## config.mk

```make
export PLATFORM = sky130hd
export DESIGN_NAME = mem_access_ctrl
export DESIGN_NICKNAME = d
export VERILOG_FILES = /design/src/rtl/lc3_mem_pkg.sv /design/src/rtl/mem_access_ctrl_mmio_port.sv /design/src/rtl/mem_access_ctrl.sv
export SDC_FILE = /design/constraint.sdc
export NUM_CORES = 1
export LEC_CHECK = 0
export ABC_AREA = 0
export BUFFER_PORTS_ARGS = -buffer_cell sky130_fd_sc_hd__buf_4
export CORE_MARGIN = 4
export CORE_UTILIZATION = 43
export DETAILED_ROUTE_END_ITERATION = 16
export PLACE_DENSITY = 0.8
export SLEW_MARGIN = 20
export SYNTH_ARGS = -nofsm -noshare
export SYNTH_HDL_FRONTEND = slang
export SYNTH_SLANG_ARGS = --single-unit
```

## constraint.sdc

```tcl
create_clock -name Clk -period 1.7 [get_ports Clk]
set_clock_uncertainty 0.15 [all_clocks]
set_input_delay 0.34 -clock Clk [delete_from_list [all_inputs] [get_ports Clk]]
set_output_delay 0.34 -clock Clk [all_outputs]
set_load 0.01 [all_outputs]
```

## src/rtl/lc3_mem_pkg.sv

```systemverilog
// Shared constants for the LC-3 memory access controller: FSM state encoding
// and default timing / MMIO address parameters.
package lc3_mem_pkg;

  localparam int unsigned WAIT_CYCLES_DEF = 3;
  localparam logic [15:0] MMIO_ADDR_DEF   = 16'hFFFF;

  typedef logic [1:0] state_t;

  localparam state_t ST_IDLE   = 2'd0;
  localparam state_t ST_ACCESS = 2'd1;
  localparam state_t ST_DONE   = 2'd2;

endpackage

```

## src/rtl/mem_access_ctrl_mmio_port.sv

```systemverilog
// Memory-mapped I/O word: hex display register (write side) and switch
// input mux (read side). Only instantiated when MEM_MMIO_EN is defined.
module mmio_port
  import lc3_mem_pkg::*;
(
  input  logic        Clk,
  input  logic        Reset,
  input  logic        wr_en,
  input  logic [15:0] wr_data,
  input  logic        rd_en,
  input  logic [15:0] switches,
  output logic [15:0] rd_data,
  output logic [15:0] hex_reg
);

  logic [15:0] hex_d;
  logic [15:0] hex_q;

  // Next value of the hex display register and the switch read mux.
  always_comb begin
    hex_d   = hex_q;
    rd_data = 16'h0000;
    if (wr_en) begin
      hex_d = wr_data;
    end else begin
      hex_d = hex_q;
    end
    if (rd_en) begin
      rd_data = switches;
    end else begin
      rd_data = 16'h0000;
    end
  end

  // Hex display register.
  always_ff @(posedge Clk) begin
    if (Reset) begin
      hex_q <= 16'h0000;
    end else begin
      hex_q <= hex_d;
    end
  end

  assign hex_reg = hex_q;

endmodule

```

## src/rtl/mem_access_ctrl.sv

```systemverilog
// LC-3 memory access controller: level requests -> timed async SRAM strobes
// with WAIT_CYCLES access cycles and a four-phase Mem_Rdy handshake.
// MMIO decode at MMIO_ADDR is enabled by defining MEM_MMIO_EN.
module mem_access_ctrl
  import lc3_mem_pkg::*;
#(
  parameter int unsigned WAIT_CYCLES = WAIT_CYCLES_DEF,
  parameter logic [15:0] MMIO_ADDR   = MMIO_ADDR_DEF
) (
  input  logic        Clk,
  input  logic        Reset,
  input  logic        Mem_OE,
  input  logic        Mem_WE,
  input  logic [15:0] MAR,
  input  logic [15:0] MDR_In,
  output logic        Mem_Rdy,
  output logic [15:0] Rdata,
  output logic [19:0] SRAM_ADDR,
  output logic [15:0] SRAM_WDATA,
  output logic        SRAM_DQ_OE,
  input  logic [15:0] SRAM_RDATA,
  output logic        SRAM_CE_N,
  output logic        SRAM_OE_N,
  output logic        SRAM_WE_N,
  input  logic [15:0] Switches,
  output logic [15:0] HexReg
);

  localparam int unsigned      CNT_W    = $clog2(WAIT_CYCLES + 1);
  localparam logic [CNT_W-1:0] CNT_LAST = CNT_W'(WAIT_CYCLES - 1);

  state_t           state_d, state_q;
  logic [CNT_W-1:0] cnt_d, cnt_q;
  logic             is_write_d, is_write_q;
  logic [19:0]      addr_d, addr_q;
  logic [15:0]      wdata_d, wdata_q;
  logic [15:0]      rdata_d, rdata_q;
  logic             rdy_d, rdy_q;
  logic             ce_n_d, ce_n_q;
  logic             oe_n_d, oe_n_q;
  logic             we_n_d, we_n_q;
  logic             dq_oe_d, dq_oe_q;
  logic             req_s;
  logic             access_s;
  logic             mmio_hit_s;
  logic             hex_we_s;
  logic [15:0]      mmio_rdata_s;

  assign req_s = Mem_OE | Mem_WE;

`ifdef MEM_MMIO_EN
  assign mmio_hit_s = (MAR == MMIO_ADDR);

  mmio_port u_mmio_port (
    .Clk      (Clk),
    .Reset    (Reset),
    .wr_en    (hex_we_s),
    .wr_data  (MDR_In),
    .rd_en    (mmio_hit_s & ~Mem_WE),
    .switches (Switches),
    .rd_data  (mmio_rdata_s),
    .hex_reg  (HexReg)
  );
`else
  assign mmio_hit_s   = 1'b0;
  assign mmio_rdata_s = 16'h0000;
  assign HexReg       = 16'h0000;

  logic unused_s;
  assign unused_s = ^{Switches, hex_we_s};
`endif

  // FSM next state, request latching and read-data capture.
  always_comb begin
    state_d    = state_q;
    cnt_d      = cnt_q;
    is_write_d = is_write_q;
    addr_d     = addr_q;
    wdata_d    = wdata_q;
    rdata_d    = rdata_q;
    hex_we_s   = 1'b0;
    case (state_q)
      ST_IDLE: begin
        if (req_s) begin
          // Write wins when both requests are raised together.
          is_write_d = Mem_WE;
          addr_d     = {4'h0, MAR};
          cnt_d      = '0;
          if (Mem_WE) begin
            wdata_d = MDR_In;
          end else begin
            wdata_d = wdata_q;
          end
          if (mmio_hit_s) begin
            state_d = ST_DONE;
            if (Mem_WE) begin
              hex_we_s = 1'b1;
            end else begin
              rdata_d = mmio_rdata_s;
            end
          end else begin
            state_d = ST_ACCESS;
          end
        end else begin
          state_d = ST_IDLE;
        end
      end
      ST_ACCESS: begin
        cnt_d = cnt_q + CNT_W'(1);
        if (cnt_q == CNT_LAST) begin
          state_d = ST_DONE;
          if (!is_write_q) begin
            rdata_d = SRAM_RDATA;
          end else begin
            rdata_d = rdata_q;
          end
        end else begin
          state_d = ST_ACCESS;
        end
      end
      ST_DONE: begin
        if (req_s) begin
          state_d = ST_DONE;
        end else begin
          state_d = ST_IDLE;
        end
      end
      default: begin
        state_d = ST_IDLE;
      end
    endcase
  end

  // Pin values are derived from the next state so every pin comes from a flop.
  always_comb begin
    access_s = (state_d == ST_ACCESS);
    ce_n_d   = ~access_s;
    oe_n_d   = ~(access_s & ~is_write_d);
    we_n_d   = ~(access_s & is_write_d);
    dq_oe_d  = access_s & is_write_d;
    rdy_d    = (state_d == ST_DONE);
  end

  // Controller state and registered outputs.
  always_ff @(posedge Clk) begin
    if (Reset) begin
      state_q    <= ST_IDLE;
      cnt_q      <= '0;
      is_write_q <= 1'b0;
      addr_q     <= 20'h00000;
      wdata_q    <= 16'h0000;
      rdata_q    <= 16'h0000;
      rdy_q      <= 1'b0;
      ce_n_q     <= 1'b1;
      oe_n_q     <= 1'b1;
      we_n_q     <= 1'b1;
      dq_oe_q    <= 1'b0;
    end else begin
      state_q    <= state_d;
      cnt_q      <= cnt_d;
      is_write_q <= is_write_d;
      addr_q     <= addr_d;
      wdata_q    <= wdata_d;
      rdata_q    <= rdata_d;
      rdy_q      <= rdy_d;
      ce_n_q     <= ce_n_d;
      oe_n_q     <= oe_n_d;
      we_n_q     <= we_n_d;
      dq_oe_q    <= dq_oe_d;
    end
  end

  assign Mem_Rdy    = rdy_q;
  assign Rdata      = rdata_q;
  assign SRAM_ADDR  = addr_q;
  assign SRAM_WDATA = wdata_q;
  assign SRAM_DQ_OE = dq_oe_q;
  assign SRAM_CE_N  = ce_n_q;
  assign SRAM_OE_N  = oe_n_q;
  assign SRAM_WE_N  = we_n_q;

endmodule
```

==> impl.org <==
** Worst setup path
- Path type of the worst setup path :: flop to flop
- Reg2Reg Launch Point :: state_q[0]$_SDFF_PP0_
- The endpoint identified for the worst register-to-register timing path is Rdata[3]$_SDFFE_PP0P_.
- Critical Path Start Type :: flop
- In this run the worst path has a maximum fanout of 16.
- Worst Setup End Kind :: flop
- Data required, critical path :: 1.79 ns
- Cells on worst reg2reg path :: 3
- Internal reg-to-reg setup slack :: 0.16 ns
- Data arrives at the worst endpoint at 1.64 ns.

** STA
- Number of slew-limit violations in the final report :: 0
- Final-report setup violation count :: 0
- Setup repair after global routing left no endpoint under its margin.
- Hold is met by 0.109 ns.
- Number of hold-slack violations in the final timing report :: 0
- Minimum period implied by the final worst setup slack :: 1.54 ns
- F_max :: 648 MHz
- For the pin with the worst max-slew slack, the measured transition is 0.643 ns.
- Post-route fraction of the period consumed by the critical path :: 0.908
- Worst slew slack as a fraction of its limit :: 0.571
- Sum of negative setup slack :: 0 ns

** Logic synthesis
- The synthesized design contains 0 enable-type register cells.
- Mean Syn Cell Area :: 8.41 sq um
- Synth async-reset ratio :: 0
- During synthesis, Yosys emitted a total of 0 warnings.
- The share of the Yosys chip area taken by registers is 0.502.
- Of the post-synthesis cell area, the dominant cell type holds 0.502.
- Cell variety after synth :: 27
- Sorting the synthesized cells by area gives the leading types as sky130_fd_sc_hd__dfxtp_1, sky130_fd_sc_hd__a21oi_1, sky130_fd_sc_hd__nand2_1.
- After synthesis the cells add up to 0.00231 sq mm.
- In this run, synthesis produced a sequential element count of 58.
- Mapped Cells :: 275
- Summed over all instances, the cell type with the most area after synthesis is sky130_fd_sc_hd__dfxtp_1.
- Commonest register cell after synthesis :: sky130_fd_sc_hd__dfxtp_1

** Job
- Total of max-cap violations :: 0

** Layout
- Area of combinational cells with multiple inputs :: 921 sq um
- Of the cells placed in the final design, the portion with a size suffix greater than 1 is 0.341.
- Final Non-Filler Cells :: 448
- 0 antenna diodes ended up in the layout.
- In the layout the commonest cells are sky130_fd_sc_hd__buf_4, sky130_fd_sc_hd__nand2_1, sky130_fd_sc_hd__dfxtp_1.
- Leaving out fill and tap cells, the most frequent cell in the layout is sky130_fd_sc_hd__buf_4.
- For this run, the post-layout net count is 443.
- Filler Cells Inserted :: 487
- Area growth from synthesis to layout :: 37.9%
- Sequential cell area in the final layout :: 0.00116 sq mm

** Place
- Count of input and output buffers :: 104
- Detailed placement ended at an HPWL of 4110 um.
- Placed instance count :: 433
- At the end of routability-driven placement, the weighted congestion stood at 0.695.

** Drt
- Wires add up to 5640 um.
- Antenna Violating Nets Remaining :: 0
- Average wire length per cell after detail routing :: 12.6 um
- DRC violation total after the first TritonRoute iteration :: 78
- The first TritonRoute pass finished after 4 iterations.
- Routed vias :: 2,108
- Via-to-Cell Ratio :: 4.71
- DRC violations left :: 0

** Global routing
- Global-route wire length before repair :: 8580 um
- The total overflow left after global routing is 0.
- The number of global-route vias before repair came to 1,955.
- For this run, the total global-route usage over all layers was measured as 0.172.
- The initial antenna violation count was 0.
- Entering global routing, the biggest net connects 34 pins.

** Power
- The share of total power dissipated in combinational logic is 0.141.
- Of the total power, the share spent switching nets is 0.243.
- Leakage power total :: 1.41 nW
- Maximum ir drop on the vdd rail :: 0.547 mV
- Net switching power of the design :: 0.753 mW
- Internal power :: 2.35 mW
- Of the total power, registers draw 0.473.
- Of the total power, the clock network draws 0.386.
- Cell Pwr Density :: 974 mW/mm^2

** Clock network
- After clock tree synthesis, the clock-pin slew on the worst setup and hold paths is 0.06 ns.
- Buffer type at the clock tree root :: sky130_fd_sc_hd__clkbuf_8
- For the worst-skew pair, the clock arrives at the later sink with an insertion delay of 0.32 ns.
- The clock passes through at most 2 buffers.
- Buffers inserted during clock tree synthesis total 9.
- Once the clock tree was built, the setup fixing pass inserted 0 buffers.
- In this run, post-CTS hold repair placed 0 buffers.
- Num Clock Sinks :: 58
- H-tree levels :: 3
- CTS tree :: done
- Gates resized during post-CTS repair numbered 0.

** Floorplanning
- The die is 81.3 um tall.
- I/O pin count :: 141
- The floorplan step defined a die boundary enclosing 0.00661 sq mm.
- The die is 81.3 um wide.
- After floorplanning, the core was sized to cover 0.00517 sq mm.
- Number of core rows :: 26
- Effective utilization at floorplan :: 0.447

** Worst hold path
- Cells on Worst Hold Path :: 3
- Endpoint with the worst hold slack :: SRAM_WDATA[8]$_SDFFE_PP0P_
- Origin of the worst min-delay path :: MDR_In[8]
- In this run the worst hold path is classified as input port to flop.

** Status
- The flow ran to the end, and the final reports show no timing, DRC or antenna violations.
## worst max path at each step
| stage | start | endpoint | slack, ns | depth (start not counted) |
|---|---|---|---|---|
| floorplan | state_q[1]$_SDFF_PP0_ | SRAM_WDATA[10]$_SDFFE_PP0P_ | 0.28 | 6 |
| global placement | state_q[0]$_SDFF_PP0_ | Rdata[11]$_SDFFE_PP0P_ | 0.03 | 3 |
| detailed placement | state_q[0]$_SDFF_PP0_ | Rdata[8]$_SDFFE_PP0P_ | 0.03 | 3 |
| CTS | state_q[0]$_SDFF_PP0_ | Rdata[8]$_SDFFE_PP0P_ | 0.003 | 3 |
| global route | state_q[0]$_SDFF_PP0_ | SRAM_ADDR[10]$_SDFFE_PP0P_ | 0.02 | 3 |
| finish | state_q[0]$_SDFF_PP0_ | Rdata[3]$_SDFFE_PP0P_ | 0.16 | 3 |
## cells by family (layout without fill, tap and decap cells)
group	Yosys count	in the layout	synth area share
buffers and inverters	43	127	0.130
flip-flops	58	58	0.502
AND/OR/NAND/NOR	99	99	0.196
AO/OA/AOI/OAI	73	73	0.164
other	1	20	0.00162
adder cells (fa/ha/maj)	1	1	0.00541
## area by class of cell
cell class / count / area share
Multi-Input combinational cell: 193 / 0.289
Timing Repair Buffer: 110 / 0.259
Clock buffer: 12 / 0.0455
Tap cell: 70 / 0.0275
Inverter: 2 / 0.00235
Clock inverter: 3 / 0.0126
Sequential cell: 58 / 0.364
## power by group through the flow
stage          Sequential [mW]  Clock, mW  Combinational [mW]
2_1_floorplan             1.52          0               0.243
3_3_place_gp              1.50          0               0.434
3_5_place_dp              1.50          0               0.441
4_1_cts                   1.47       1.23               0.442
5_1_grt                   1.48       1.30               0.485
6_report                  1.47       1.20               0.438
## registers in the layout (all words and copies together), names as in the netlist
name / flops
Mem_Rdy: 1
Rdata: 16
SRAM_ADDR: 16
SRAM_CE_N: 1
SRAM_DQ_OE: 1
SRAM_OE_N: 1
SRAM_WDATA: 16
SRAM_WE_N: 1
cnt_q: 2
is_write_q: 1
state_q: 2
## per-layer routing
metal | vias up | share of wire | GRT usage
met4 | 0 | 0.021 | 0.108
met2 | 86 | 0.49 | 0.285
met1 | 944 | 0.38 | 0.177
li1 | 1068 | - | -
met3 | 10 | 0.11 | 0.0754
met5 | - | 0 | 0
## through the flow
stage	area (sq um)	setup WS [ns]	util	power, mW
floorplan	2380	0.280	-	1.76
global placement	3000	0.0327	0.581	1.93
detailed placement	3000	0.0287	0.581	1.94
CTS	3190	0.00258	0.616	3.14
global route	3190	0.0204	0.616	3.26
finish	3190	0.157	0.616	3.11
## critical path: stages (launching register included)
cell and delay, ns:
sky130_fd_sc_hd__dfxtp_1 0.56, sky130_fd_sc_hd__and4bb_2 0.52, sky130_fd_sc_hd__nand2_1 0.09, sky130_fd_sc_hd__a21oi_1 0.15
## cell usage after synthesis, types with 2 or more instances
cell / n
sky130_fd_sc_hd__dfxtp_1: 58
sky130_fd_sc_hd__buf_2: 7
sky130_fd_sc_hd__nand3_1: 16
sky130_fd_sc_hd__or2_1: 2
sky130_fd_sc_hd__clkbuf_1: 6
sky130_fd_sc_hd__nor2_1: 3
sky130_fd_sc_hd__nand2b_1: 3
sky130_fd_sc_hd__buf_6: 7
sky130_fd_sc_hd__buf_4: 21
sky130_fd_sc_hd__or3b_1: 2
sky130_fd_sc_hd__nand2_1: 67
sky130_fd_sc_hd__o211ai_1: 2
sky130_fd_sc_hd__a21oi_1: 52
sky130_fd_sc_hd__o21ai_1: 16
Power figures use the tool's default switching activity.
